--- config.mk ---
export PLATFORM = sky130hd
export DESIGN_NAME = display_list_builder_flat
export DESIGN_NICKNAME = d
export VERILOG_FILES = /design/src/rtl/display_list_builder_if.sv /design/src/rtl/display_list_builder.sv /design/src/flat_wrapper.sv
export SDC_FILE = /design/constraint.sdc
export NUM_CORES = 1
export LEC_CHECK = 0
export ABC_CLOCK_PERIOD_IN_PS = 4100
export CORE_MARGIN = 2
export CORE_UTILIZATION = 41
export CTS_BUF_LIST = sky130_fd_sc_hd__clkbuf_8
export CTS_CLUSTER_DIAMETER = 40
export CTS_CLUSTER_SIZE = 40
export DETAILED_ROUTE_END_ITERATION = 8
export PLACE_DENSITY = 0.69
export RECOVER_POWER = 100
export SETUP_SLACK_MARGIN = 0.1
export SLEW_MARGIN = 20
export SYNTH_ARGS = -nofsm -noshare
export SYNTH_HDL_FRONTEND = slang
export SYNTH_SLANG_ARGS = --single-unit
--- constraint.sdc ---
create_clock -name clk -period 4.1 [get_ports clk]
set_input_delay 0.41 -clock clk [delete_from_list [all_inputs] [get_ports clk]]
set_output_delay 0.41 -clock clk [all_outputs]
set_load 0.03 [all_outputs]
--- src/rtl/display_list_builder_if.sv ---
// Bus bundle for display_list_builder: build handshake, object table, ROM read and RAM write ports.
interface display_list_builder_if #(
  parameter int unsigned OUT_WIDTH = 8,
  parameter int unsigned ADR_WIDTH = 16,
  parameter int unsigned DATAWIDTH = 18,
  parameter int unsigned N_OBJ     = 4
);
  logic                           start;
  logic                           busy;
  logic                           done;
  logic                           overflow;
  logic [ADR_WIDTH-1:0]           word_count;
  logic [N_OBJ-1:0]               obj_en;
  logic [N_OBJ*ADR_WIDTH-1:0]     obj_adr;
  logic [N_OBJ*OUT_WIDTH-1:0]     obj_x;
  logic [N_OBJ*OUT_WIDTH-1:0]     obj_y;
  logic [N_OBJ*OUT_WIDTH-1:0]     obj_mid_x;
  logic [N_OBJ*OUT_WIDTH-1:0]     obj_mid_y;
  logic [ADR_WIDTH-1:0]           adrROM;
  logic [DATAWIDTH-1:0]           dataROM;
  logic [ADR_WIDTH-1:0]           adrWRITE;
  logic [DATAWIDTH-1:0]           dataWRITE;
  logic                           weWRITE;

  // Builder side: consumes requests/object table/ROM data, drives status, ROM address and RAM writes.
  modport master (
    input  start, obj_en, obj_adr, obj_x, obj_y, obj_mid_x, obj_mid_y, dataROM,
    output busy, done, overflow, word_count, adrROM, adrWRITE, dataWRITE, weWRITE
  );

  modport slave (
    output start, obj_en, obj_adr, obj_x, obj_y, obj_mid_x, obj_mid_y, dataROM,
    input  busy, done, overflow, word_count, adrROM, adrWRITE, dataWRITE, weWRITE
  );
endinterface

--- src/rtl/display_list_builder.sv ---
// Builds one vector display list per start request: walks the object slots, translates and clamps
// each ROM point to the frame window and writes header, points and tail into display RAM.
module display_list_builder #(
  parameter int unsigned OUT_WIDTH   = 8,
  parameter int unsigned ADR_WIDTH   = 16,
  parameter int unsigned DATAWIDTH   = 18,
  parameter int unsigned N_OBJ       = 4,
  parameter int unsigned RAM_DEPTH   = 1024,
  parameter int          FRAME_MIN   = 0,
  parameter int          FRAME_MAX   = 255,
  parameter int unsigned ROM_LATENCY = 1
) (
  input logic                    clk,
  input logic                    rst,
  display_list_builder_if.master bus
);
  localparam int unsigned CW    = OUT_WIDTH + 2;
  localparam int unsigned IDX_W = $clog2(N_OBJ + 1);
  localparam int unsigned LAT_W = (ROM_LATENCY > 1) ? $clog2(ROM_LATENCY) : 1;
  localparam int unsigned AW_T  = N_OBJ * ADR_WIDTH;
  localparam int unsigned OW_T  = N_OBJ * OUT_WIDTH;
  localparam logic signed [CW-1:0] LO_S = CW'(FRAME_MIN);
  localparam logic signed [CW-1:0] HI_S = CW'(FRAME_MAX);

  typedef enum logic [2:0] {S_IDLE, S_HEADER, S_SELECT, S_FETCH, S_EVAL, S_TAIL, S_DONE} state_e;

  state_e                 state_q, state_d;
  logic                   busy_q, busy_d, done_q, done_d, ovf_q, ovf_d, we_q, we_d;
  logic [ADR_WIDTH-1:0]   adr_rom_q, adr_rom_d, adr_wr_q, adr_wr_d;
  logic [ADR_WIDTH-1:0]   nxt_q, nxt_d, wc_q, wc_d;
  logic [DATAWIDTH-1:0]   data_wr_q, data_wr_d;
  logic [IDX_W-1:0]       idx_q, idx_d;
  logic [LAT_W-1:0]       lat_q, lat_d;
  logic [N_OBJ-1:0]       en_q, en_d;
  logic [AW_T-1:0]        sadr_q, sadr_d;
  logic [OW_T-1:0]        sx_q, sx_d, sy_q, sy_d, smx_q, smx_d, smy_q, smy_d;

  logic                   cur_en;
  logic [ADR_WIDTH-1:0]   cur_adr;
  logic [OUT_WIDTH-1:0]   cur_x, cur_y, cur_mx, cur_my;
  logic [OUT_WIDTH-1:0]   rom_x, rom_y;
  logic                   rom_line, rom_pos;

  assign rom_x    = bus.dataROM[DATAWIDTH-1 -: OUT_WIDTH];
  assign rom_y    = bus.dataROM[OUT_WIDTH+1 -: OUT_WIDTH];
  assign rom_line = bus.dataROM[1];
  assign rom_pos  = bus.dataROM[0];

  // Translate by (pos - anchor) in widened signed arithmetic, then clamp to the frame window.
  function automatic logic [OUT_WIDTH-1:0] place(input logic [OUT_WIDTH-1:0] p_rom,
                                                 input logic [OUT_WIDTH-1:0] p_mid,
                                                 input logic [OUT_WIDTH-1:0] p_pos);
    logic signed [CW-1:0] v;
    v = $signed({2'b00, p_rom}) - $signed({2'b00, p_mid}) + $signed({2'b00, p_pos});
    if (v < LO_S) return OUT_WIDTH'(FRAME_MIN);
    if (v > HI_S) return OUT_WIDTH'(FRAME_MAX);
    return v[OUT_WIDTH-1:0];
  endfunction

  // Current slot select from the snapshot.
  always_comb begin
    cur_en  = 1'b0;
    cur_adr = '0;
    cur_x   = '0;
    cur_y   = '0;
    cur_mx  = '0;
    cur_my  = '0;
    for (int i = 0; i < N_OBJ; i++) begin
      if (idx_q == IDX_W'(i)) begin
        cur_en  = en_q[i];
        cur_adr = sadr_q[i*ADR_WIDTH +: ADR_WIDTH];
        cur_x   = sx_q[i*OUT_WIDTH +: OUT_WIDTH];
        cur_y   = sy_q[i*OUT_WIDTH +: OUT_WIDTH];
        cur_mx  = smx_q[i*OUT_WIDTH +: OUT_WIDTH];
        cur_my  = smy_q[i*OUT_WIDTH +: OUT_WIDTH];
      end
    end
  end

  always_comb begin
    state_d   = state_q;
    busy_d    = busy_q;
    done_d    = 1'b0;
    ovf_d     = ovf_q;
    we_d      = 1'b0;
    adr_rom_d = adr_rom_q;
    adr_wr_d  = adr_wr_q;
    data_wr_d = data_wr_q;
    nxt_d     = nxt_q;
    wc_d      = wc_q;
    idx_d     = idx_q;
    lat_d     = lat_q;
    en_d      = en_q;
    sadr_d    = sadr_q;
    sx_d      = sx_q;
    sy_d      = sy_q;
    smx_d     = smx_q;
    smy_d     = smy_q;
    case (state_q)
      S_IDLE: begin
        if (bus.start) begin
          en_d    = bus.obj_en;
          sadr_d  = bus.obj_adr;
          sx_d    = bus.obj_x;
          sy_d    = bus.obj_y;
          smx_d   = bus.obj_mid_x;
          smy_d   = bus.obj_mid_y;
          ovf_d   = 1'b0;
          busy_d  = 1'b1;
          state_d = S_HEADER;
        end
      end
      S_HEADER: begin
        we_d      = 1'b1;
        adr_wr_d  = '0;
        data_wr_d = DATAWIDTH'(1);
        nxt_d     = ADR_WIDTH'(1);
        idx_d     = '0;
        state_d   = S_SELECT;
      end
      S_SELECT: begin
        if (idx_q == IDX_W'(N_OBJ)) begin
          state_d = S_TAIL;
        end else if (!cur_en) begin
          idx_d = idx_q + IDX_W'(1);
        end else begin
          adr_rom_d = cur_adr;
          lat_d     = '0;
          state_d   = S_FETCH;
        end
      end
      S_FETCH: begin
        if (lat_q == LAT_W'(ROM_LATENCY - 1)) state_d = S_EVAL;
        else                                  lat_d   = lat_q + LAT_W'(1);
      end
      S_EVAL: begin
        if (rom_line && rom_pos) begin
          idx_d   = idx_q + IDX_W'(1);
          state_d = S_SELECT;
        end else if (nxt_q == ADR_WIDTH'(RAM_DEPTH - 1)) begin
          // Last RAM word is reserved for the tail.
          ovf_d   = 1'b1;
          state_d = S_TAIL;
        end else begin
          we_d      = 1'b1;
          adr_wr_d  = nxt_q;
          data_wr_d = {place(rom_x, cur_mx, cur_x), place(rom_y, cur_my, cur_y), rom_line, rom_pos};
          nxt_d     = nxt_q + ADR_WIDTH'(1);
          adr_rom_d = adr_rom_q + ADR_WIDTH'(1);
          lat_d     = '0;
          state_d   = S_FETCH;
        end
      end
      S_TAIL: begin
        we_d      = 1'b1;
        adr_wr_d  = nxt_q;
        data_wr_d = DATAWIDTH'(3);
        wc_d      = nxt_q + ADR_WIDTH'(1);
        state_d   = S_DONE;
      end
      S_DONE: begin
        done_d  = 1'b1;
        busy_d  = 1'b0;
        state_d = S_IDLE;
      end
      default: state_d = S_IDLE;
    endcase
  end

  always_ff @(posedge clk) begin
    if (rst) begin
      state_q   <= S_IDLE;
      busy_q    <= 1'b0;
      done_q    <= 1'b0;
      ovf_q     <= 1'b0;
      we_q      <= 1'b0;
      adr_rom_q <= '0;
      adr_wr_q  <= '0;
      data_wr_q <= '0;
      nxt_q     <= '0;
      wc_q      <= '0;
      idx_q     <= '0;
      lat_q     <= '0;
      en_q      <= '0;
      sadr_q    <= '0;
      sx_q      <= '0;
      sy_q      <= '0;
      smx_q     <= '0;
      smy_q     <= '0;
    end else begin
      state_q   <= state_d;
      busy_q    <= busy_d;
      done_q    <= done_d;
      ovf_q     <= ovf_d;
      we_q      <= we_d;
      adr_rom_q <= adr_rom_d;
      adr_wr_q  <= adr_wr_d;
      data_wr_q <= data_wr_d;
      nxt_q     <= nxt_d;
      wc_q      <= wc_d;
      idx_q     <= idx_d;
      lat_q     <= lat_d;
      en_q      <= en_d;
      sadr_q    <= sadr_d;
      sx_q      <= sx_d;
      sy_q      <= sy_d;
      smx_q     <= smx_d;
      smy_q     <= smy_d;
    end
  end

  assign bus.busy       = busy_q;
  assign bus.done       = done_q;
  assign bus.overflow   = ovf_q;
  assign bus.word_count = wc_q;
  assign bus.adrROM     = adr_rom_q;
  assign bus.adrWRITE   = adr_wr_q;
  assign bus.dataWRITE  = data_wr_q;
  assign bus.weWRITE    = we_q;
endmodule

--- src/flat_wrapper.sv ---
// flat-port wrapper written by rule: the top's interface ports become plain ports
module display_list_builder_flat 
#(
  parameter int unsigned OUT_WIDTH   = 8,
  parameter int unsigned ADR_WIDTH   = 16,
  parameter int unsigned DATAWIDTH   = 18,
  parameter int unsigned N_OBJ       = 4,
  parameter int unsigned RAM_DEPTH   = 1024,
  parameter int          FRAME_MIN   = 0,
  parameter int          FRAME_MAX   = 255,
  parameter int unsigned ROM_LATENCY = 1
)
  (clk, rst, bus_start, bus_obj_en, bus_obj_adr, bus_obj_x, bus_obj_y, bus_obj_mid_x, bus_obj_mid_y, bus_dataROM, bus_busy, bus_done, bus_overflow, bus_word_count, bus_adrROM, bus_adrWRITE, bus_dataWRITE, bus_weWRITE);
  display_list_builder_if #(.OUT_WIDTH(OUT_WIDTH), .ADR_WIDTH(ADR_WIDTH), .DATAWIDTH(DATAWIDTH), .N_OBJ(N_OBJ)) bus_i ();
  input logic clk;
  input logic rst;
  input wire logic [$bits(bus_i.start)-1:0] bus_start;
  input wire logic [$bits(bus_i.obj_en)-1:0] bus_obj_en;
  input wire logic [$bits(bus_i.obj_adr)-1:0] bus_obj_adr;
  input wire logic [$bits(bus_i.obj_x)-1:0] bus_obj_x;
  input wire logic [$bits(bus_i.obj_y)-1:0] bus_obj_y;
  input wire logic [$bits(bus_i.obj_mid_x)-1:0] bus_obj_mid_x;
  input wire logic [$bits(bus_i.obj_mid_y)-1:0] bus_obj_mid_y;
  input wire logic [$bits(bus_i.dataROM)-1:0] bus_dataROM;
  output wire logic [$bits(bus_i.busy)-1:0] bus_busy;
  output wire logic [$bits(bus_i.done)-1:0] bus_done;
  output wire logic [$bits(bus_i.overflow)-1:0] bus_overflow;
  output wire logic [$bits(bus_i.word_count)-1:0] bus_word_count;
  output wire logic [$bits(bus_i.adrROM)-1:0] bus_adrROM;
  output wire logic [$bits(bus_i.adrWRITE)-1:0] bus_adrWRITE;
  output wire logic [$bits(bus_i.dataWRITE)-1:0] bus_dataWRITE;
  output wire logic [$bits(bus_i.weWRITE)-1:0] bus_weWRITE;
  assign bus_i.start = bus_start;
  assign bus_i.obj_en = bus_obj_en;
  assign bus_i.obj_adr = bus_obj_adr;
  assign bus_i.obj_x = bus_obj_x;
  assign bus_i.obj_y = bus_obj_y;
  assign bus_i.obj_mid_x = bus_obj_mid_x;
  assign bus_i.obj_mid_y = bus_obj_mid_y;
  assign bus_i.dataROM = bus_dataROM;
  assign bus_busy = bus_i.busy;
  assign bus_done = bus_i.done;
  assign bus_overflow = bus_i.overflow;
  assign bus_word_count = bus_i.word_count;
  assign bus_adrROM = bus_i.adrROM;
  assign bus_adrWRITE = bus_i.adrWRITE;
  assign bus_dataWRITE = bus_i.dataWRITE;
  assign bus_weWRITE = bus_i.weWRITE;
  display_list_builder #(.OUT_WIDTH(OUT_WIDTH), .ADR_WIDTH(ADR_WIDTH), .DATAWIDTH(DATAWIDTH), .N_OBJ(N_OBJ), .RAM_DEPTH(RAM_DEPTH), .FRAME_MIN(FRAME_MIN), .FRAME_MAX(FRAME_MAX), .ROM_LATENCY(ROM_LATENCY)) u_core (.clk(clk), .rst(rst), .bus(bus_i));
endmodule
After elaboration in Yosys (flattened, before gate mapping):

Cells that the tools add are included.

* mux-type cells: 91
* reductions and logical operators: 20
* equality and inequality tests: 21
* shift operators: 0
* bitwise operators: 0
* multiply operators: 0
* add/sub/neg operators: 8
* divide/modulo/power cells: 0
* order comparisons: 4

Operator list (number)
* $mux 16: 12
* $mux 8: 24
* $pmux 16 s2: 2
* $pmux 18 s3: 1
* $pmux 16 s3: 1
* $mux 18: 2
* $mux 1: 34
* $add 16x1->16 const B: 2
* $mux 3: 9
* $add 10x9->10: 2
* $gt 10x9->1 const B: 2
* $lt 10x1->1 const B: 2
* $pmux 3 s6: 1
* $sub 8x8->9: 2
* $eq 16x10->1 const B: 1
* $eq 3x2->1 const B: 4
* $eq 3x3->1 const B: 4
* $ne 2x2->1 const B: 6
* $reduce_and 5->1: 2
* $pmux 3 s3: 1
* $reduce_and 3->1: 3
* $reduce_bool 3->1: 3
* $reduce_and 4->1: 2
* $reduce_bool 2->1: 4
* other kinds (11): 18

* output and inout port bits: 70
* bits in latches: 0
* logic and storage cells: 162
* input port bits: 217
* memories: 0
* bits in writable memories: 0
* ROM bits: 0
* bits in registers: 289

Logic depth before layout (Yosys ltp):

Gate-level depths: netlist of the first run.

* depth in word-level cells: 21
* depth in mapped cells: 22

Least setup slack after synthesis of the first run:

Ideal clock, no wire load.

* path type: flip-flop to flip-flop
* start point: register u_core.idx_q[1]
* end point: register u_core.data_wr_q[2], in the netlist u_core.bus.dataWRITE[2]
* arrival: 4.347 ns
* setup time: 0.132 ns
* cell stages (with the launch flop): 23
* period minus slack after synthesis: 4.480 ns
* path slack: -0.380 ns
* data required time: 3.968 ns
* path through: dfxtp_1 inv_1 ha_1 nor3b_1 clkbuf_1 clkbuf_1 a221oi_1 nor3_1 a21oi_1 ha_1 nor2b_1 o21ai_0 a21boi_0 o21ai_0 nor2b_1 xnor2_1 ha_1 or3_1 and3_1 o22ai_1 nor2_1 o21ai_1 nand2_1

* cells in the longest elaborated chain, start to end: 18

RTL lines
* from (decl): line display_list_builder.sv:32 `logic [IDX_W-1:0] idx_q, idx_d;`
* from (signal assigned): line display_list_builder.sv:201 `idx_q <= idx_d;`
* $logic_not 3->1: line display_list_builder.sv:69 `if (idx_q == IDX_W'(i)) begin`
* $mux 8 (4 in series): line display_list_builder.sv:69
* $sub 8x8->9: line display_list_builder.sv:54 `v = $signed({2'b00, p_rom}) - $signed({2'b00, p_mid}) + $signed({2'b00, p_pos});`
* $add 10x9->10 (*): line display_list_builder.sv:54
* $gt 10x9->1: line display_list_builder.sv:56 `if (v > HI_S) return OUT_WIDTH'(FRAME_MAX);`
* $mux 1 (2 in series): line display_list_builder.sv:56
* $mux 1: line display_list_builder.sv:140 `end else if (nxt_q == ADR_WIDTH'(RAM_DEPTH - 1)) begin`
* $mux 1: line display_list_builder.sv:137 `if (rom_line && rom_pos) begin`
* $mux 1: line display_list_builder.sv:99 `case (state_q)`
* $mux 8: line display_list_builder.sv:57 `return v[OUT_WIDTH-1:0];`
* $mux 8 (*): line display_list_builder.sv:56
* $mux 18 (*): line display_list_builder.sv:140
* $mux 18 (*): line display_list_builder.sv:137
* $pmux 18 s3 (*): line display_list_builder.sv:99
* to (signal assigned): line display_list_builder.sv:198 `data_wr_q <= data_wr_d;`
* to (decl): line display_list_builder.sv:31 `logic [DATAWIDTH-1:0] data_wr_q, data_wr_d;`

Mark *: on every way between the ends. The rest lies on a longest branch, timed or not. The select of a mux whose other input is x is not followed.
A chain may end at the register's enable or synchronous reset.

Worst setup path in the final report of the first run:

* start point: register u_core.idx_q[0]
* end point: register u_core.data_wr_q[4], in the netlist u_core.bus.dataWRITE[4]

The elaborated chain is that of the path after synthesis.

==> results by group, run 1 <==
Synth
  • Fraction of registers with async set/reset: 0%
  • Dominant synthesized flop cell: dfxtp_1
  • Syn nets: 2060
  • Mean Syn Cell Area: 7.579 sq um
  • Synth warn: 0
  • Count of state elements after synthesis: 288
  • Number of synthesized flops with an enable pin: 0
  • Synth unique cells: 70
  • Synth Cell Area: 13630 sq um
  • Syn Inst Count: 1798
  • Register area share after synthesis: 42.31%

Place
  • Placed Area: 17070 sq um
  • Dpl cells: 2442
  • PortBufs: 286
  • Routability cong.: 0.9139
  • HPWL after DPL: 31780 um

Global route
  • Global-route total usage across every layer: 24.78%
  • Initial antenna violation count: 3
  • Vias in the first global route: 13037
  • First-pass GRT wire length: 69820 um
  • Largest net degree at the start of global routing: 197
  • GR Overflow Total: 0

Finish
  • Multi-input gate area: 7659 sq um
  • Layout cells sized above 1: 11.91%
  • Post-route cell area: 18660 sq um
  • Reg area: 5772 sq um
  • Commonest non-fill, non-tap cell in the layout: nand2_1
  • Final Instance Count excl. Fillers: 2553
  • Final nets: 2336
  • Area grow syn2layout: 36.94%
  • Most frequent cells in the layout: nand2_1 (487), a21oi_1 (301), dfxtp_1 (285), clkdlybuf4s50_1 (215), nor2_1 (81)
  • Fillers: 3022

Die
  • Core region area: 32620 sq um
  • Die height: 186.3 um
  • I/O Pins: 287
  • Full die area: 34710 sq um
  • DIE WIDTH: 186.3 um
  • Starting Density: 41.78%
  • Row cnt: 66

Timing
  • Hold Fails Final Rpt: 0
  • Max Clock Skew: 0.02466 ns
  • Period Utilization, post-route: 98.38%
  • RSZ-0062 raised after global routing: true
  • Worst-Margin Slew: 2.133 ns
  • Max_slew headroom: -42.17%
  • Highest Clock Rate: 247.9 MHz
  • Final Max Slew Viols: 274
  • Min Hold Slack: 0.3813 ns
  • Minimum clock period: 4.034 ns
  • Final setup viols: 0

Critical path
  • Crit Path Max Fanout: 14
  • Critical-path top delay cell: dfxtp_4
  • Worst EP arrival: 4.48 ns
  • R2r startpoint: u_core.idx_q[0]$_SDFFE_PP0P_
  • Worst path max stage delay: 0.39 ns
  • Worst Path Required: 4.54 ns
  • Critical path type: reg2reg
  • CP Launch Type: register
  • Crit path capture type: register
  • Critical path cell sequence: inv_4, ha_4, nor3b_4, bufbuf_16, buf_4, a221oi_2, nor3_1, a21oi_1, ha_1, a21oi_2, a21oi_2, xor2_1, ha_1, a21oi_2, nand2_1, a41oi_2, buf_4, a211oi_4, buf_6, a32oi_2, nand2_1
  • Worst setup startpoint: u_core.idx_q[0]$_SDFFE_PP0P_
  • Worst path most repeated cell: a21oi_2

Worst hold path
  • Worst hold path type: in2reg
  • Hold Path Origin: bus_obj_adr[29]

Route
  • Vias/cell: 5.463
  • Final wirelength: 45180 um
  • Via count: 13948
  • Pre-antenna DRT Iters: 6
  • Iteration-0 DRC Markers: 1210
  • Average wire per standard cell: 17.70 um
  • Residual DRC: 0
  • Post-route ant nets: 0

Clock tree
  • Number of buffers created by CTS: 42
  • CTS sink count: 288
  • CTS Root Cell: clkbuf_8
  • Clk slew on worst S/H paths: 0.08 ns
  • Clk Latency, worst-skew pair: 0.57 ns
  • Clock tree buffer depth: 3
  • TritonCTS clock tree: done
  • H-tree depth: 2

Pwr
  • VDD IR-drop max: 0.2070 mV
  • Power Density: 431.2 nW/um^2
  • P_leak: 0.007110 uW

Outcome
  • Status: finished, violations left
  • Violated checks: max-capacitance violations, max-slew violations

Run
  • Max-Cap Viols: 2
## worst paths after layout
check	end	slack (ns)	cells past startpoint
max reg2reg	u_core.bus.dataWRITE[4]$_SDFFE_PP0P_	0.07	21
max	u_core.bus.dataWRITE[4]$_SDFFE_PP0P_	0.07	21
min reg2reg	u_core.bus.adrWRITE[1]$_SDFFE_PP0P_	0.45	2
min	u_core.sadr_q[29]$_SDFFE_PP0P_	0.38	3
## layout make-up
cell class	instances	share of cell area [%]
Antenna cell	4	0.05364
Clock buffer	45	3.319
Clock inverter	32	2.280
Inverter	33	0.6906
Multi-Input combinational cell	1348	41.04
Sequential cell	288	30.93
Tap cell	442	2.964
Timing Repair Buffer	361	18.72
## metal layers
| metal | vias to the layer above | track usage (%) | part of all wire, % |
|---|---|---|---|
| met5 | - | 0 | 0 |
| met4 | 0 | 8.862 | 3.0 |
| met3 | 85 | 4.251 | 6.6 |
| met2 | 551 | 39.29 | 46 |
| met1 | 6539 | 33.94 | 45 |
| li1 | 6773 | - | - |
## per-stage QoR
| stage | TNS, ns | power [uW] | worst slack [ns] | util, % |
|---|---|---|---|---|
| finish | 0 | 8046 | 0.06640 | 57.21 |
| global route | -0.8928 | 8425 | -0.1060 | 57.20 |
| CTS | 0 | 7944 | 0.06006 | 56.40 |
| detailed placement | -1.198 | 5009 | -0.1411 | 52.33 |
| global placement | -0.09945 | 4965 | -0.01749 | 52.33 |
| floorplan | 0 | 4351 | 0.1002 | - |
## power breakdown
part	total (uW)	leakage, uW	switching (uW)	internal [uW]
sequential	3150	0.00235	140	3010
combinational	2040	0.00424	1140	904
clock	2850	0.000516	1270	1580
## critical path: cells and delay by family, from the launching register on
kind                       cells  cell delay (ns)
adders and majority gates      3             0.81
xor gates and xnor gates       1             0.14
buffers and inverters          5             0.87
AOI/OAI and AO/OA              8             1.30
DFF                            1             0.39
and+or+nand+nor                4             0.39
## synth_stat cells, types with 8 or more instances
| master | n | area, sq um |
|---|---|---|
| nand3_1 | 35 | 175.2 |
| dfxtp_1 | 288 | 5766 |
| xnor2_1 | 18 | 157.7 |
| nor2b_1 | 10 | 62.56 |
| nand2_1 | 487 | 1828 |
| o211ai_1 | 8 | 60.06 |
| a221o_1 | 21 | 210.2 |
| ha_1 | 41 | 513.0 |
| nand2b_1 | 16 | 100.1 |
| nor3_1 | 33 | 165.2 |
| xor2_1 | 13 | 113.9 |
| nor2_1 | 82 | 307.8 |
| inv_1 | 32 | 120.1 |
| a221oi_1 | 20 | 175.2 |
| clkbuf_1 | 108 | 405.4 |
| a32oi_1 | 9 | 78.83 |
| a211oi_1 | 15 | 112.6 |
| nand3b_1 | 8 | 60.06 |
| buf_1 | 11 | 41.29 |
| a21oi_1 | 312 | 1562 |
| o21ai_0 | 91 | 455.4 |
| a21o_1 | 8 | 60.06 |
## what timing repair did
| item | in CTS | in global routing |
|---|---|---|
| gates cloned | 1 | 1 |
| gates resized for setup | 26 | 43 |
| endpoints found under the setup margin | 16 | 16 |
| pin swaps | 25 | 28 |
| buffers inserted | 16 | 12 |
| hold buffers | 0 | 0 |
## sequential cells by signal, indices dropped and copies added, names as in the netlist, 3 cells and up
| signal | cells |
|---|---|
| u_core.idx_q | 3 |
| u_core.smy_q | 32 |
| u_core.sadr_q | 64 |
| u_core.nxt_q | 16 |
| u_core.sy_q | 32 |
| u_core.bus.adrWRITE | 16 |
| u_core.sx_q | 32 |
| u_core.smx_q | 32 |
| u_core.bus.dataWRITE | 18 |
| u_core.bus.word_count | 16 |
| u_core.state_q | 3 |
| u_core.bus.adrROM | 16 |
| u_core.en_q | 4 |
## kinds of logic after synthesis
group                    Yosys count  share of synthesized area, %
AO/OA/AOI/OAI                    544                         23.53
XOR/XNOR                          31                         1.992
adder cells (fa/ha/maj)           45                         4.352
buffers and inverters            163                         4.765
flip-flops                       288                         42.31
multiplexers                       4                        0.3122
AND/OR/NAND/NOR                  723                         22.73
Note: power is estimated with default switching activity, not from simulation.
==> run 2, diff against run 1 <==
- GPL_TIMING_DRIVEN: default -> 0
==> run 2 against run 1 <==
The flow finishes with violations (max-capacitance violations, negative setup slack). Sequential share of layout area down 0.40 points. Via count up 3.7%. Sequential power barely moved. Hold slack improved by 0.013 ns. Die area is the same. Clock power shrank 10%. Clock-buffer cell count increased by 1. Utilization increased by 0.77 points. Flip-flop and latch count unchanged. Wire length grew 13%. Total power fell by 2.8%. Final area grew 1.3%. Critical endpoint unchanged. Highest routed layer is now met5.
==> results by group, run 2 (same netlist as run 1, synthesis figures left out) <==
Route
  • Post-route ant nets: 0 (unchanged)
  • Residual DRC: 0 (unchanged)
  • Pre-antenna DRT Iters: 6 (unchanged)
  • Vias/cell: 5.485 (+0.39%)
  • Average wire per standard cell: 19.34 um (+9.3%)
  • Iteration-0 DRC Markers: 1181 (-2.4%)
  • Final wirelength: 51030 um (+13%)
  • Via count: 14469 (+3.7%)

Worst hold path
  • Hold Path Origin: bus_obj_adr[60]
  • Worst hold path type: in2reg

Critical path
  • Critical path cell sequence: inv_4, ha_4, nor3b_4, clkbuf_8, clkbuf_4, a221oi_2, nor3_1, a21oi_2, ha_1, or2_2, a21oi_1, a21oi_1, xor2_1, ha_1, a21oi_1, nand2_1, a41oi_2, buf_4, a211oi_4, buf_12, a32oi_1, nand2_1
  • Worst EP arrival: 4.72 ns (+0.24 ns)
  • CP Launch Type: register
  • Largest delay share family, worst path: compound AO/OA/AOI/OAI gates
  • Critical-path top delay cell: dfxtp_4
  • Crit path capture type: register
  • Worst Path Required: 4.52 ns (-0.02 ns)
  • Worst path max stage delay: 0.40 ns (about the same)
  • Critical path type: reg2reg
  • R2r startpoint: u_core.idx_q[0]$_SDFFE_PP0P_
  • Crit Path Max Fanout: 10 (-4)
  • Worst setup startpoint: u_core.idx_q[0]$_SDFFE_PP0P_
  • Worst path most repeated cell: a21oi_1
  • CP Buf/Inv Count: 5 (unchanged)

Die
  • Row cnt: 66 (unchanged)
  • DIE WIDTH: 186.3 um (unchanged)
  • Starting Density: 41.78% (unchanged)
  • Full die area: 34710 sq um (unchanged)
  • I/O Pins: 287 (unchanged)
  • Die height: 186.3 um (unchanged)
  • Core region area: 32620 sq um (unchanged)

Finish
  • Final Instance Count excl. Fillers: 2638 (+3.3%)
  • Max FFs per register: 64 (unchanged)
  • Commonest non-fill, non-tap cell in the layout: nand2_1
  • Layout cells sized above 1: 10.57% (-1.3 points)
  • Area grow syn2layout: 38.77%
  • Largest Register: u_core.sadr_q
  • Final nets: 2427 (+3.9%)
  • Most frequent cells in the layout: nand2_1 (487), a21oi_1 (305), dfxtp_1 (286), clkdlybuf4s50_1 (215), clkbuf_1 (98)

Global route
  • Met3 Usage GRT: 4.871% (+0.62 points)
  • Met2 usage: 46.96% (+7.7 points)
  • Vias in the first global route: 13879 (+6.5%)
  • Largest net degree at the start of global routing: 16 (-92%)
  • Initial antenna violation count: 4 (+1)
  • GR Overflow Total: 0 (unchanged)
  • Grt peak-use layer: met2
  • GR Util met1: 37.45% (+3.5 points)
  • First-pass GRT wire length: 77140 um (+10%)
  • Global-route total usage across every layer: 28.28% (+3.5 points)

Timing
  • Period Utilization, post-route: 104.9% (+6.5 points)
  • Hold Fails Final Rpt: 0 (unchanged)
  • Final worst slack: -0.1995 ns (-0.2659 ns)
  • Max_slew headroom: 0.06171% (+42 points)
  • Setup TNS: -2.034 ns (-2.034 ns)
  • Final Max Slew Viols: 0 (-100%)
  • Max Clock Skew: 0.02755 ns (+0.002887 ns)
  • RSZ-0062 raised after global routing: true
  • Worst-Margin Slew: 1.488 ns (-0.6449 ns)
  • Minimum clock period: 4.300 ns (+0.2659 ns)
  • Highest Clock Rate: 232.6 MHz (-6.2%)
  • Final setup viols: 15 (+15)
  • Min Hold Slack: 0.3940 ns (+0.01266 ns)

Pwr
  • VDD IR-drop max: 0.2069 mV (about the same)
  • Total power: 7822 uW (-2.8%)
  • P_leak: 0.007187 uW (+1.1%)
  • Power Density: 413.6 nW/um^2 (-4.1%)

Clock tree
  • CTS Root Cell: clkbuf_8
  • Hold buffer count at cts: 0 (unchanged)
  • Clk Latency, worst-skew pair: 0.56 ns (about the same)
  • CTS sink count: 288 (unchanged)
  • Clk slew on worst S/H paths: 0.09 ns (about the same)
  • TritonCTS clock tree: done
  • Number of buffers created by CTS: 40 (-4.8%)
  • Clock tree buffer depth: 3 (unchanged)
  • H-tree depth: 2 (unchanged)

Run
  • Max-Cap Viols: 1 (-1)

Outcome
  • Violated checks: max-capacitance violations, negative setup slack
  • Status: finished, violations left

Place
  • Placement Setup Slack: -0.9073 ns (-0.7662 ns)
  • Dpl cells: 2525 (+3.4%)
  • PortBufs: 285 (-0.35%)
  • HPWL after DPL: 38460 um (+21%)
  • Routability cong.: 0.9299 (+1.8%)
-- run 2: changes by cell type in the layout (fill, tap and decap cells not counted), moves of 4 or more --
cell,previous run,this run
a21oi_1,301,305
a21oi_2,8,4
buf_4,62,39
bufinv_16,8,4
clkbuf_1,3,98
clkbuf_16,0,4
clkbuf_4,1,6
clkbuf_8,46,55
clkinv_4,2,6
clkinvlp_4,7,2
-- run 2: power breakdown --
part / internal, uW / switching [uW]
Clock: 1330 / 1230
Sequential: 3010 / 134
Combinational: 896 / 1220
Total: 5240 / 2580
-- run 2: path summary, 6_finish.rpt --
kind | endpoint | depth (start not counted) | slack, ns
worst max-delay path | u_core.bus.dataWRITE[4]$_SDFFE_PP0P_ | 22 | -0.20
worst min-delay path | u_core.sadr_q[60]$_SDFFE_PP0P_ | 3 | 0.39
worst max register to register | u_core.bus.dataWRITE[4]$_SDFFE_PP0P_ | 22 | -0.20
worst min register to register | u_core.bus.adrWRITE[2]$_SDFFE_PP0P_ | 2 | 0.45
-- run 2: area by class of cell --
| cell class | count | area (sq um) |
|---|---|---|
| multi-input cells | 1347 | 7627 |
| fillers | 3050 | 13710 |
| clock buffers | 46 | 633.1 |
| well taps | 442 | 553.0 |
| diodes | 1 | 2.502 |
| clock inverters | 26 | 285.3 |
| flip-flops and latches | 288 | 5773 |
| inverters | 33 | 128.9 |
| plain buffers | 129 | 734.5 |
| repair buffers | 326 | 3173 |
-- run 2: what timing repair did --
item / CTS / global route
buffers inserted: 39 / 2
pin swaps: 56 / 6
endpoints found under the setup margin: 16 / 16
gates resized for setup: 95 / 16
hold endpoints to repair: 0 / 0
-- run 2: layer usage --
layer / vias up / part of all wire [%]
met5: - / 0.053
met4: 4 / 3.0
met3: 108 / 7.6
met2: 572 / 46
met1: 6827 / 43
li1: 6958 / -
-- run 2: tightest hold or removal path: stages --
cell             delay [ns]
clkdlybuf4s50_1        0.39
nand2_1                0.06
a21oi_1                0.05
-- run 2: per-stage QoR --
| stage | area [sq um] | util [%] |
|---|---|---|
| 5_1_grt | 18910 | 57.97 |
| 3_5_place_dp | 17230 | 52.82 |
| 4_1_cts | 18900 | 57.94 |
| 2_1_floorplan | 13820 | - |
| 6_report | 18910 | 57.97 |
| 3_3_place_gp | 17220 | 52.80 |
==> run 3, diff against run 2 <==
- ABC_CLOCK_PERIOD_IN_PS: 4100 -> 3850
- CORE_ASPECT_RATIO: default -> 1.4
- clock period: 4.1 -> 3.85 ns (I/O delays scaled with it)
==> run 3 against run 2 <==
Hold slack worse by 0.064 ns. Sequential share of layout area increased by 0.083 points. Highest routed layer is now met4. Cell count fell by 0.23%. Clock skew is 0.0090 ns higher. Setup slack lost 0.21 ns. Non-clock buffer count shrank 1. The flow finishes with violations (max-capacitance violations, max-slew violations, negative setup slack). Via count is 2.2% lower. Critical path depth rose by 1. Largest power group unchanged. Global-route usage grew 0.075 points.
==> results by group, run 3 (same netlist as run 1, synthesis figures left out) <==
Timing
  • Final setup viols: 18 (+3)
  • Max Clock Skew: 0.03654 ns (+0.008996 ns)
  • Period Utilization, post-route: 110.7% (+5.8 points)
  • Final worst slack: -0.4110 ns (-0.2114 ns)
  • RSZ-0062 raised after global routing: true
  • Minimum clock period: 4.261 ns (-0.03857 ns)
  • Min Hold Slack: 0.3297 ns (-0.06431 ns)
  • Max_slew headroom: -6.284% (-6.3 points)
  • Final Max Slew Viols: 8 (+8)
  • Highest Clock Rate: 234.7 MHz (+0.91%)
  • Hold Fails Final Rpt: 0 (unchanged)
  • Worst-Margin Slew: 1.582 ns (+0.09445 ns)

Pwr
  • VDD IR-drop max: 0.2360 mV (+14%)
  • Gate power share: 27.5% (+0.4 points)
  • Part of the power in registers: 41.1% (+0.9 points)
  • Total power: 8127 uW (+3.9%)
  • Psw: 2794 uW (+8.1%)
  • Sw Share: 34.37% (+1.3 points)
  • Power share of the clock group: 31.4% (-1.4 points)
  • P_leak: 0.007109 uW (-1.1%)
  • Internal power: 5333 uW (+1.8%)
  • Power Density: 430.9 nW/um^2 (+4.2%)

Critical path
  • Critical path type: reg2reg
  • Worst EP arrival: 4.71 ns (about the same)
  • Crit path capture type: register
  • R2r startpoint: u_core.idx_q[0]$_SDFFE_PP0P_
  • Crit path to: u_core.bus.dataWRITE[14]$_SDFFE_PP0P_
  • Reg2reg end: u_core.bus.dataWRITE[14]$_SDFFE_PP0P_
  • Register-to-register setup slack: -0.41 ns (-0.21 ns)
  • Worst setup startpoint: u_core.idx_q[0]$_SDFFE_PP0P_
  • Crit Path Max Fanout: 7 (-3)
  • Worst Path Required: 4.30 ns (-0.22 ns)
  • Worst reg2reg path depth: 23 (+4.5%)
  • CP Launch Type: register

Route
  • Iteration-0 DRC Markers: 871 (-26%)
  • Vias/cell: 5.379 (-1.9%)
  • Pre-antenna DRT Iters: 8 (+2)
  • Post-route ant nets: 0 (unchanged)
  • Final wirelength: 49910 um (-2.2%)
  • Average wire per standard cell: 18.96 um (-2.0%)
  • Via count: 14157 (-2.2%)
  • Residual DRC: 0 (unchanged)

Clock tree
  • Number of buffers created by CTS: 36 (-10%)
  • CTS sink count: 288 (unchanged)
  • Hold buffer count at cts: 0 (unchanged)
  • Clk Latency, worst-skew pair: 0.59 ns (+0.03 ns)
  • CTS Root Cell: clkbuf_8
  • TritonCTS clock tree: done
  • H-tree depth: 2 (unchanged)
  • Clock tree buffer depth: 3 (unchanged)
  • Clk slew on worst S/H paths: 0.11 ns (+0.02 ns)

Global route
  • Met3 Usage GRT: 3.481% (-1.4 points)
  • Global-route total usage across every layer: 28.35% (+0.075 points)
  • Initial antenna violation count: 1 (-3)
  • GR Overflow Total: 0 (unchanged)
  • GR Util met1: 32.81% (-4.6 points)
  • First-pass GRT wire length: 75620 um (-2.0%)
  • Largest net degree at the start of global routing: 21 (+5)
  • Vias in the first global route: 14096 (+1.6%)
  • Met2 usage: 50.78% (+3.8 points)
  • Grt peak-use layer: met2

Place
  • HPWL after DPL: 38090 um (-0.98%)
  • PortBufs: 285 (unchanged)
  • Placed Area: 17320 sq um (+0.52%)
  • Routability cong.: 0.9074 (-2.4%)
  • Dpl cells: 2528 (+0.12%)

Outcome
  • Status: finished, violations left
  • Violated checks: max-capacitance violations, max-slew violations, negative setup slack

Die
  • Full die area: 34730 sq um (about the same)
  • Row cnt: 79 (+20%)
  • DIE WIDTH: 158.1 um (-15%)
  • Starting Density: 41.28% (-0.50 points)
  • I/O Pins: 287 (unchanged)
  • Die height: 219.7 um (+18%)
  • Core region area: 33010 sq um (+1.2%)

Worst hold path
  • Worst hold path type: in2reg

Finish
  • Final Instance Count excl. Fillers: 2632 (-0.23%)
  • Post-route cell area: 18860 sq um (-0.27%)
  • Largest Register: u_core.sadr_q
  • Fillers: 3153 (+3.4%)
  • Commonest non-fill, non-tap cell in the layout: nand2_1
  • Final nets: 2422 (-0.21%)
  • Most frequent cells in the layout: nand2_1 (485), a21oi_1 (305), dfxtp_1 (286), clkdlybuf4s50_1 (215), clkbuf_1 (96)
  • Area grow syn2layout: 38.40%
  • Layout cells sized above 1: 10.48% (-0.094 points)
  • Max FFs per register: 64 (unchanged)
  • Final core utilization: 57.13% (-0.85 points)

Run
  • Max-Cap Viols: 1 (unchanged)
## run 3: stage by stage
stage / worst slack [ns] / TNS, ns
finish: -0.4110 / -5.827
global route: -0.5626 / -9.915
CTS: -0.2775 / -3.932
detailed placement: -1.287 / -18.78
global placement: -1.082 / -16.51
floorplan: -0.1161 / -1.421
## run 3: critical path: stages (launching register included)
cell       delay, ns
dfxtp_4         0.39
inv_4           0.06
ha_4            0.17
nor3b_4         0.16
buf_12          0.14
buf_8           0.13
a221o_1         0.29
o21ai_1         0.09
o21ai_1         0.10
ha_2            0.21
buf_4           0.13
nor2b_1         0.13
o21ai_2         0.09
a21boi_2        0.20
o21ai_1         0.11
nor2b_2         0.17
xnor2_1         0.13
ha_1            0.32
and2_1          0.19
o21a_1          0.24
a21boi_4        0.17
o2bb2ai_4       0.27
nand2_2         0.09
a22o_1          0.18
## run 3: power by group through the flow
| stage | Sequential, uW | Clock [uW] | Combinational, uW |
|---|---|---|---|
| 3_3_place_gp | 3390 | 0 | 1970 |
| 3_5_place_dp | 3400 | 0 | 2000 |
| 5_1_grt | 3360 | 2700 | 2450 |
| 4_1_cts | 3340 | 2590 | 2160 |
| 2_1_floorplan | 3380 | 0 | 1280 |
| 6_report | 3340 | 2550 | 2240 |
## run 3: repair_timing
action / in CTS / in global routing
buffers inserted: 28 / 13
pin swaps: 42 / 28
cloned: 0 / 1
gates resized for setup: 77 / 29
endpoints found under the hold margin: 0 / 0
endpoints found under the setup margin: 16 / 16
## run 3: how the worst min path moves through the flow
| stage | startpoint | end | slack, ns | cells past startpoint |
|---|---|---|---|---|
| 6_report | bus_obj_y[8] | u_core.sy_q[8]$_SDFFE_PP0P_ | 0.33 | 3 |
| 5_1_grt | bus_obj_x[21] | u_core.sx_q[21]$_SDFFE_PP0P_ | 0.32 | 3 |
| 4_1_cts | bus_obj_y[8] | u_core.sy_q[8]$_SDFFE_PP0P_ | 0.30 | 3 |
| 3_5_place_dp | u_core.sy_q[21]$_SDFFE_PP0P_ | u_core.sy_q[21]$_SDFFE_PP0P_ | 0.45 | 2 |
| 3_3_place_gp | u_core.sx_q[20]$_SDFFE_PP0P_ | u_core.sx_q[20]$_SDFFE_PP0P_ | 0.44 | 2 |
| 2_1_floorplan | u_core.en_q[3]$_SDFFE_PP0P_ | u_core.en_q[3]$_SDFFE_PP0P_ | 0.43 | 2 |
## run 3: cell type report
cell class	instances	area [sq um]	area share, %
clock inverter	25	295.3	1.566
buffer	127	679.4	3.602
antenna	1	2.502	0.01327
sequential	288	5773	30.61
multi-input combinational	1347	7665	40.64
clock buffer	39	536.8	2.846
tap	445	556.8	2.952
timing repair buffer	327	3222	17.08
inverter	33	128.9	0.6833
## run 3: routing by layer
metal	up-vias	share of wire [%]
met5	-	0
met4	0	5.6
met3	130	5.4
met2	505	50
met1	6577	39
li1	6945	-
